File: src/rtl/uart_tx_arbiter_if.sv
// Requester-side byte handshake plus the transmitter start/done link shared by
// the arbiter (slave) and whoever drives the requesters and the UART (master).
interface uart_tx_arbiter_if #(
  parameter int NUM_REQ = 4
);
  logic [NUM_REQ-1:0]        reqValid;
  logic [NUM_REQ-1:0][7:0]   reqData;
  logic [NUM_REQ-1:0]        reqLast;
  logic [NUM_REQ-1:0]        reqReady;
  logic                      txStart;
  logic [7:0]                txByte;
  logic                      txDone;

  modport master (
    output reqValid, reqData, reqLast, txDone,
    input  reqReady, txStart, txByte
  );

  modport slave (
    input  reqValid, reqData, reqLast, txDone,
    output reqReady, txStart, txByte
  );
endinterface

File: src/rtl/uart_tx_arbiter.sv
// Round-robin arbiter sharing one UART transmitter among NUM_REQ byte sources,
// with burst locking, a post-txDone guard gap and a txDone watchdog.
module uart_tx_arbiter #(
  parameter  int NUM_REQ        = 4,
  parameter  int GAP_CYCLES     = 4,
  parameter  int TIMEOUT_CYCLES = 2048,
  localparam int IDW            = $clog2(NUM_REQ)
) (
  input  logic                  clk,
  input  logic                  rstN,
  uart_tx_arbiter_if.slave      bus,
  input  logic                  errClr,
  output logic [IDW-1:0]        grantId,
  output logic                  busy,
  output logic                  timeoutErr
);
  localparam int GW = $clog2(GAP_CYCLES + 1);

  localparam logic [1:0] IDLE  = 2'd0;
  localparam logic [1:0] START = 2'd1;
  localparam logic [1:0] WAIT  = 2'd2;
  localparam logic [1:0] GAP   = 2'd3;

  logic [1:0]     state;
  logic [IDW-1:0] ptr, lockId, winner, nextPtr;
  logic           lock, anyElig;
  logic [15:0]    wdCnt;
  logic [GW-1:0]  gapCnt;

  function automatic logic [IDW-1:0] rrIdx(input logic [IDW-1:0] p, input int k);
    int s;
    s = int'(p) + k;
    if (s >= NUM_REQ) s = s - NUM_REQ;
    return IDW'(s);
  endfunction

  // Lowest rotated distance from ptr wins; a live lock overrides the rotation.
  always_comb begin
    anyElig = 1'b0;
    winner  = '0;
    if (lock && bus.reqValid[lockId]) begin
      anyElig = 1'b1;
      winner  = lockId;
    end else begin
      for (int k = NUM_REQ - 1; k >= 0; k--) begin
        if (bus.reqValid[rrIdx(ptr, k)]) begin
          anyElig = 1'b1;
          winner  = rrIdx(ptr, k);
        end
      end
    end
  end

  assign nextPtr = (winner == IDW'(NUM_REQ - 1)) ? '0 : winner + IDW'(1);

  always_ff @(posedge clk or negedge rstN) begin
    if (!rstN) begin
      state        <= IDLE;
      bus.txStart  <= 1'b0;
      bus.reqReady <= '0;
      bus.txByte   <= '0;
      grantId      <= '0;
      ptr          <= '0;
      lockId       <= '0;
      lock         <= 1'b0;
      wdCnt        <= '0;
      gapCnt       <= '0;
      busy         <= 1'b0;
      timeoutErr   <= 1'b0;
    end else begin
      bus.txStart  <= 1'b0;
      bus.reqReady <= '0;
      // A watchdog set later in this block overrides the clear.
      if (errClr) timeoutErr <= 1'b0;
      case (state)
        IDLE: begin
          if (lock && !bus.reqValid[lockId]) lock <= 1'b0;
          if (anyElig) begin
            state        <= START;
            bus.txStart  <= 1'b1;
            bus.reqReady <= NUM_REQ'(1) << winner;
            bus.txByte   <= bus.reqData[winner];
            grantId      <= winner;
            ptr          <= nextPtr;
            lock         <= ~bus.reqLast[winner];
            lockId       <= winner;
            busy         <= 1'b1;
          end
        end
        START: begin
          state <= WAIT;
          wdCnt <= '0;
        end
        WAIT: begin
          wdCnt <= wdCnt + 16'd1;
          if (bus.txDone) begin
            state  <= GAP;
            gapCnt <= '0;
          end else if (wdCnt == 16'(TIMEOUT_CYCLES - 1)) begin
            timeoutErr <= 1'b1;
            lock       <= 1'b0;
            state      <= GAP;
            gapCnt     <= '0;
          end
        end
        GAP: begin
          if (gapCnt == GW'(GAP_CYCLES - 1)) begin
            state <= IDLE;
            busy  <= 1'b0;
          end else begin
            gapCnt <= gapCnt + GW'(1);
          end
        end
        default: state <= IDLE;
      endcase
    end
  end
endmodule

File: src/flat_wrapper.sv
// flat-port wrapper written by rule: the top's interface ports become plain ports
module uart_tx_arbiter_flat 
#(
  parameter  int NUM_REQ        = 4,
  parameter  int GAP_CYCLES     = 4,
  parameter  int TIMEOUT_CYCLES = 2048,
  localparam int IDW            = $clog2(NUM_REQ)
)
  (clk, rstN, errClr, grantId, busy, timeoutErr, bus_reqValid, bus_reqData, bus_reqLast, bus_txDone, bus_reqReady, bus_txStart, bus_txByte);
  uart_tx_arbiter_if #(.NUM_REQ(NUM_REQ)) bus_i ();
  input  logic clk;
  input  logic rstN;
  input  logic errClr;
  output logic [IDW-1:0] grantId;
  output logic busy;
  output logic timeoutErr;
  input wire logic [$bits(bus_i.reqValid)-1:0] bus_reqValid;
  input wire logic [$bits(bus_i.reqData)-1:0] bus_reqData;
  input wire logic [$bits(bus_i.reqLast)-1:0] bus_reqLast;
  input wire logic [$bits(bus_i.txDone)-1:0] bus_txDone;
  output wire logic [$bits(bus_i.reqReady)-1:0] bus_reqReady;
  output wire logic [$bits(bus_i.txStart)-1:0] bus_txStart;
  output wire logic [$bits(bus_i.txByte)-1:0] bus_txByte;
  assign bus_i.reqValid = bus_reqValid;
  assign bus_i.reqData = bus_reqData;
  assign bus_i.reqLast = bus_reqLast;
  assign bus_i.txDone = bus_txDone;
  assign bus_reqReady = bus_i.reqReady;
  assign bus_txStart = bus_i.txStart;
  assign bus_txByte = bus_i.txByte;
  uart_tx_arbiter #(.NUM_REQ(NUM_REQ), .GAP_CYCLES(GAP_CYCLES), .TIMEOUT_CYCLES(TIMEOUT_CYCLES)) u_core (.clk(clk), .rstN(rstN), .bus(bus_i), .errClr(errClr), .grantId(grantId), .busy(busy), .timeoutErr(timeoutErr));
endmodule
File: config.mk
export PLATFORM = sky130hd
export DESIGN_NAME = uart_tx_arbiter_flat
export DESIGN_NICKNAME = d
export VERILOG_FILES = /design/src/rtl/uart_tx_arbiter_if.sv /design/src/rtl/uart_tx_arbiter.sv /design/src/flat_wrapper.sv
export SDC_FILE = /design/constraint.sdc
export NUM_CORES = 1
export LEC_CHECK = 0
export CORE_AREA = 2 2 72 74
export DETAILED_ROUTE_END_ITERATION = 7
export DIE_AREA = 0 0 74 76
export GPL_TIMING_DRIVEN = 0
export HOLD_SLACK_MARGIN = 0.02
export PLACE_DENSITY_LB_ADDON = 0.05
export SYNTH_ARGS = -nofsm -noshare
export SYNTH_HDL_FRONTEND = slang
export SYNTH_SLANG_ARGS = --single-unit
File: constraint.sdc
create_clock -name clk -period 2.5 [get_ports clk]
set_input_delay 0.5 -clock clk [delete_from_list [all_inputs] [get_ports clk]]
set_output_delay 0.5 -clock clk [all_outputs]
set_load 0.005 [all_outputs]
==> results of run 1 <==
==> cells in the mapped netlist, drive strengths merged <==
master    n  area share, %
dfrtp    41             44
nor2     27            4.4
nand2    18            2.9
nand3    14            3.0
and2     13            4.0
inv      12            2.0
mux2i    12            5.2
ha       10            5.4
o21ai    10            2.2
a2111oi   8            3.0
a211oi    8            2.6
xor2      8            3.0
a21oi     5            1.1
clkbuf    5           0.81
mux2      5            2.6
nand2b    5            1.4
and3      3           0.81
nor2b     3           0.81
nor3      3           0.65
o22ai     3           0.81
a31oi     2           0.54
buf       2            1.4
clkinv    2           0.33
nand3b    2           0.65
nand4     2           0.54
o31ai     2            1.2
xnor2     2           0.76
a21o      1           0.33
a22o      1           0.38
a32o      1           0.49
and4      1           0.38
nand4b    1           0.38
nor4      1           0.27
o211ai    1           0.33
o21a      1           0.33
o221ai    1           0.38
or3       1           0.27
==> repair_timing <==
item                       4_1_cts  5_1_grt
gates cloned                     0        1
pin swaps                        0        1
setup buffers                    0        3
gates resized for setup          4       16
setup endpoints to repair       11       14
==> kinds of logic (layout without fill, tap and decap cells) <==
family | Yosys count | in the layout
muxes | 17 | 17
and+or+nand+nor | 94 | 94
adders and majority gates | 10 | 10
buffers and inverters | 21 | 94
xor gates and xnor gates | 10 | 10
AOI/OAI and AO/OA | 44 | 44
DFF | 41 | 41
==> power by group through the flow <==
stage | logic [mW] | clock network, mW | registers (mW)
after floorplan | 0.918 | 0 | 0.978
after global placement | 1.45 | 0 | 0.983
after detailed placement | 1.47 | 0 | 0.990
after CTS | 1.48 | 0.476 | 0.979
after global routing | 1.76 | 0.510 | 1.01
final | 1.58 | 0.463 | 0.978
==> state kept, by name, indices dropped and copies added, names as in the netlist <==
register,flops
u_core.bus.reqReady,4
u_core.bus.txByte,8
u_core.bus.txStart,1
u_core.busy,1
u_core.gapCnt,3
u_core.grantId,2
u_core.lock,1
u_core.ptr,2
u_core.state,2
u_core.timeoutErr,1
u_core.wdCnt,16
==> metrics by stage <==
| step | setup slack [ns] | hold slack, ns |
|---|---|---|
| 2_1_floorplan | 0.440 | 0.204 |
| 3_3_place_gp | -0.451 | 0.466 |
| 3_5_place_dp | -0.498 | 0.479 |
| 4_1_cts | 0.00246 | 0.157 |
| 5_1_grt | 0.0118 | 0.181 |
| 6_report | 0.0788 | 0.145 |
==> worst min-delay path by stage <==
stage                startpoint                endpoint  slack, ns  cells past startpoint
2_1_floorplan              rstN  u_core.bus.reqReady[0]       0.20                      0
3_3_place_gp   u_core.gapCnt[1]        u_core.gapCnt[1]       0.47                      1
3_5_place_dp               rstN        u_core.wdCnt[11]       0.48                      1
4_1_cts                    rstN  u_core.bus.reqReady[2]       0.16                      1
5_1_grt                    rstN        u_core.wdCnt[11]       0.18                      1
6_report                   rstN  u_core.bus.reqReady[2]       0.15                      1
==> critical path, cell delays in order <==
cell	delay, ns
clkdlybuf4s50_1	0.51
mux2_4	0.31
a32o_2	0.28
o31ai_4	0.30
buf_6	0.19
buf_12	0.14
mux2i_1	0.25
nand3_1	0.10
nand3_1	0.08
==> area by class of cell <==
cell class	count	area, um^2
fill	407	1710
multi-input combinational	175	1220
sequential	41	1030
timing repair buffer	64	646
tap	70	87.6
clock buffer	6	82.6
inverter	14	62.6
buffer	7	51.3
clock inverter	2	13.8
timing repair inverter	1	7.51
==> layer usage <==
layer  part of all wire (%)  vias to the layer above
met5                      0                        -
met4                    1.4                        0
met3                    6.4                        7
met2                     47                       52
met1                     45                      909
li1                       -                      978
==> results.py, run 1 <==
metrics = {
    "status": {
        "status": "finished clean",
    },
    "pwr": {
        "pwr-share-comb_pct": 52.3,
        "power.internal_mw": 1.83,
        "seq_power_share_pct": 32.4,
        "clockPowerShare_pct": 15.3,
        "total_leakage_power_nw": 1.36,
        "vdd_drop_max_v": 0.000414,
        "swShare_pct": 39.3,
        "power_mw": 3.02,
        "p_per_area_nw_per_um2": 945,
        "switchingPower_mw": 1.19,
    },
    "drt": {
        "drt_first_pass_iters": 4,
        "vias": 1946,
        "ant_nets": 0,
        "wl_um": 5090,
        "drc_errors": 0,
        "wl_per_cell_um": 13.4,
        "initialDrtViolationCount": 68,
        "post_drt_via_cell_ratio": 5.12,
    },
    "yosys": {
        "synth_adder_area_share_pct": 5.42,
        "synth-seq-cells": 41,
        "synth-xor-area-share_pct": 3.79,
        "syn_area_um2": 2310,
        "synth-compound-area-share_pct": 13.7,
        "syn_nets": 291,
        "yosys_warnings": 0,
        "synth_cells": 237,
        "avgSynthCellArea_um2": 9.75,
        "ys_seq_area_share_pct": 44.4,
        "yosys.cell_types.count": 42,
        "synth_top_family_by_area": "simple AND/OR/NAND/NOR gates",
        "synthMuxAreaShare_pct": 7.80,
        "yosys.area_share.simple_pct": 20.4,
    },
    "sta": {
        "post-route-period-util_pct": 96.8,
        "fin_tns_setup_ns": 0,
        "worst_slew_pin_slew_ns": 0.467,
        "finClkSkew_ns": 0.0100,
        "setup_violations": 0,
        "drv_slew": 0,
        "max_clock_freq_mhz": 413,
        "fin_crit_ns": 2.42,
        "finalHoldViolCount": 0,
        "rsz0062_at_grt": "false",
        "relSlewSlack_pct": 68.9,
    },
    "clock_tree": {
        "h-tree-depth": 2,
        "clk_path_buf_depth": 2,
        "cts_sinks": 41,
        "holdBufCountCts": 0,
        "clock_latency_ns": 0.30,
        "cts_tree": "built",
        "clkTransAtPathRegs_ns": 0.08,
        "cts_buffers": 5,
        "cts_root_buf": "clkbuf_8",
    },
    "worst_setup_path": {
        "endpoint": "u_core.lock",
        "crit-reg2reg-capture": "u_core.lock",
        "end_kind": "flip-flop",
        "critPathMaxFanout": 11,
        "startpoint": "bus_reqValid[2]",
        "cp-start-kind": "primary input",
        "r2r_start": "u_core.grantId[1]",
        "critPathKind": "primary input to flip-flop",
        "cp.arrival_ns": 2.65,
        "worstRegToRegCells": 8,
        "worstPathRequired_ns": 2.73,
        "r2r_slack_ns": 0.32,
    },
    "grt": {
        "grt_first_pass_wirelength_um": 8780,
        "grt_max_degree": 24,
        "globalRouteMet2Util_pct": 30.7,
        "grt_usage_pct": 19.8,
        "antenna_found_initial": 0,
        "use_met1_pct": 26.5,
        "overflow": 0,
        "met3_usage_pct": 5.03,
        "grt-busiest-layer": "met2",
        "grt_pass1_vias": 1868,
    },
    "cells_and_area": {
        "fin_util_pct": 65.1,
        "final_cell_mix": "clkdlybuf4s50_1 (59), dfrtp_1 (41), nor2_1 (26)",
        "final_nets": 363,
        "final_common_cell": "clkdlybuf4s50_1",
        "synthToLayoutAreaGrowth_pct": 38.5,
        "drive_gt1_share_pct": 13.2,
        "instances_no_fill": 380,
        "n_antenna_cell": 0,
        "design_area_um2": 3200,
    },
    "place": {
        "place.port_buffers": 60,
        "gp_congestion": 0.785,
        "post_dp_cell_area_um2": 3020,
        "post-place-cells": 368,
        "hpwl_um": 3780,
    },
    "floorplanning": {
        "dieArea_um2": 5620,
        "rows": 26,
        "initial_core_util_pct": 47.0,
        "io_pins": 61,
        "die_w_um": 74,
        "die_y_um": 76,
        "core_um2": 4910,
    },
    "job": {
        "cap_violations": 0,
    },
    "worst_hold_path": {
        "hold_class": "primary input to async pin",
    },
}
Power figures use the tool's default switching activity.
==> inputs of run 2 (changes only) <==
--- a/config.mk
+++ b/config.mk
@@ -9,7 +9,6 @@
 export DETAILED_ROUTE_END_ITERATION = 7
 export DIE_AREA = 0 0 74 76
 export GPL_TIMING_DRIVEN = 0
-export HOLD_SLACK_MARGIN = 0.02
 export PLACE_DENSITY_LB_ADDON = 0.05
 export SYNTH_ARGS = -nofsm -noshare
 export SYNTH_HDL_FRONTEND = slang
==> results of run 2 <==
Final layout, timing and power as in run 1 (identical DEF).
==> inputs of run 3 (changes only) <==
--- a/config.mk
+++ b/config.mk
@@ -10,6 +10,8 @@
 export DIE_AREA = 0 0 74 76
 export GPL_TIMING_DRIVEN = 0
 export PLACE_DENSITY_LB_ADDON = 0.05
+export SKIP_LAST_GASP = 1
 export SYNTH_ARGS = -nofsm -noshare
 export SYNTH_HDL_FRONTEND = slang
 export SYNTH_SLANG_ARGS = --single-unit
+export TNS_END_PERCENT = 1
==> results.py, run 3 (synthesis gave the netlist of run 1 again) <==
metrics = {
    "pwr": {
        "swShare_pct": 39.2,
        "pwr-share-comb_pct": 51.2,
        "clockPowerShare_pct": 15.7,
        "vdd_drop_max_v": 0.000411,
        "switchingPower_mw": 1.16,
        "seq_power_share_pct": 33.1,
        "power.internal_mw": 1.80,
        "p_per_area_nw_per_um2": 936,
        "total_leakage_power_nw": 1.34,
    },
    "clock_tree": {
        "cts_tree": "built",
        "h-tree-depth": 2,
        "clk_path_buf_depth": 2,
        "cts_root_buf": "clkbuf_8",
        "cts_sinks": 41,
        "clock_latency_ns": 0.30,
        "clkTransAtPathRegs_ns": 0.08,
        "cts_buffers": 5,
    },
    "worst_setup_path": {
        "worstPathRequired_ns": 2.66,
        "r2r_slack_ns": 0.25,
        "critPathKind": "primary input to flip-flop",
        "critPathMaxFanout": 10,
        "cp-start-kind": "primary input",
        "end_kind": "flip-flop",
        "cp.arrival_ns": 2.67,
    },
    "sta": {
        "holdWs_ns": 0.146,
        "drv_slew": 0,
        "setup_violations": 1,
        "fin_crit_ns": 2.51,
        "worst_slew_pin_slew_ns": 0.467,
        "post-route-period-util_pct": 100,
        "rsz0062_at_grt": "true",
        "max_clock_freq_mhz": 399,
        "relSlewSlack_pct": 68.9,
        "setup_ws_ns": -0.00881,
        "finalHoldViolCount": 0,
        "finClkSkew_ns": 0.00867,
    },
    "grt": {
        "grt_pass1_vias": 1868,
        "use_met1_pct": 26.5,
        "grt-busiest-layer": "met2",
        "globalRouteMet2Util_pct": 30.7,
        "grt_usage_pct": 19.8,
        "antenna_found_initial": 0,
        "grt_max_degree": 24,
        "met3_usage_pct": 5.03,
        "grt_first_pass_wirelength_um": 8780,
        "overflow": 0,
    },
    "drt": {
        "drt_first_pass_iters": 4,
        "wl_um": 5030,
        "initialDrtViolationCount": 93,
        "ant_nets": 0,
        "wl_per_cell_um": 13.3,
        "vias": 1932,
        "post_drt_via_cell_ratio": 5.12,
        "drc_errors": 0,
    },
    "cells_and_area": {
        "final_common_cell": "clkdlybuf4s50_1",
        "top_register": "u_core.wdCnt",
        "fin_util_pct": 64.3,
        "fillerInstances": 416,
        "largest_reg_flops": 16,
        "synthToLayoutAreaGrowth_pct": 36.7,
        "n_antenna_cell": 0,
        "final_nets": 360,
        "final_cell_mix": "clkdlybuf4s50_1 (59), dfrtp_1 (41), nor2_1 (26)",
        "drive_gt1_share_pct": 11.7,
        "top_regs": "u_core.wdCnt (16), u_core.bus.txByte (8), u_core.bus.reqReady (4)",
    },
    "floorplanning": {
        "die_w_um": 74,
        "die_y_um": 76,
        "initial_core_util_pct": 47.0,
        "dieArea_um2": 5620,
        "io_pins": 61,
        "rows": 26,
        "core_um2": 4910,
    },
    "worst_hold_path": {
        "hold_class": "primary input to async pin",
    },
    "status": {
        "status": "complete, but fails checks",
        "violations": "negative setup slack",
    },
    "place": {
        "gp_congestion": 0.785,
        "hpwl_um": 3780,
        "place.port_buffers": 60,
    },
    "job": {
        "cap_violations": 0,
    },
}
-- run 3: changes by cell type in the layout (fill, tap and decap cells not counted), sizes merged --
cell	before	now
buf	7	4
-- run 3: final timing paths --
| check | start | to | cells after the start |
|---|---|---|---|
| worst max-delay path | bus_reqValid[2] | u_core.bus.txByte[2] | 7 |
| worst min-delay path | rstN | u_core.bus.reqReady[2] | 1 |
| worst max register to register | u_core.grantId[1] | u_core.bus.txByte[2] | 6 |
| worst min register to register | u_core.gapCnt[1] | u_core.gapCnt[1] | 1 |
| max in group asynchronous | rstN | u_core.ptr[1] | 2 |
| min in group clk | u_core.gapCnt[1] | u_core.gapCnt[1] | 1 |
-- run 3: critical path: stages --
cell             delay (ns)
clkdlybuf4s50_1        0.51
mux2_4                 0.31
a32o_2                 0.28
o31ai_4                0.33
inv_2                  0.17
a2111oi_0              0.47
a211oi_1               0.09
-- run 3: per-layer routing --
layer | wire length (um) | vias to the layer above
met1 | 2300 | 897
met4 | 73 | 0
met2 | 2330 | 53
met3 | 317 | 7
met5 | 0 | -
li1 | - | 975
-- run 3: power groups by stage --
| stage | combinational, mW | clock (mW) | sequential [mW] |
|---|---|---|---|
| 3_5_place_dp | 1.47 | 0 | 0.990 |
| 5_1_grt | 1.70 | 0.510 | 1.01 |
| 3_3_place_gp | 1.45 | 0 | 0.983 |
| 2_1_floorplan | 0.918 | 0 | 0.978 |
| 4_1_cts | 1.48 | 0.476 | 0.979 |
| 6_report | 1.51 | 0.464 | 0.978 |
-- run 3: area by class of cell --
cell class,count,area [um^2],area share [%]
Inverter,14,60.1,1.90
Clock buffer,6,82.6,2.61
Timing Repair inverter,1,7.51,0.238
Timing Repair Buffer,61,623,19.7
Clock inverter,2,13.8,0.436
Multi-Input combinational cell,175,1210,38.2
Sequential cell,41,1030,32.5
Buffer,7,51.3,1.62
Tap cell,70,87.6,2.77
-- run 3: metrics by stage --
step / cells / setup TNS [ns] / total power [mW] / area (um^2) / setup WS (ns)
after floorplan: 237 / 0 / 1.90 / 2310 / 0.440
after global placement: 367 / -12.03 / 2.43 / 3000 / -0.451
after detailed placement: 368 / -6.10 / 2.46 / 3020 / -0.498
after CTS: 376 / -0.0283 / 2.93 / 3120 / -0.0225
after global routing: 377 / -0.453 / 3.21 / 3160 / -0.106
final: 377 / -0.00881 / 2.96 / 3160 / -0.00881
-- run 3: what timing repair did --
action / CTS / global route
endpoints found under the setup margin: 11 / 14
resized for setup: 2 / 13
hold buffers: 0 / 0
gates cloned: 0 / 1
setup buffers: 0 / 0
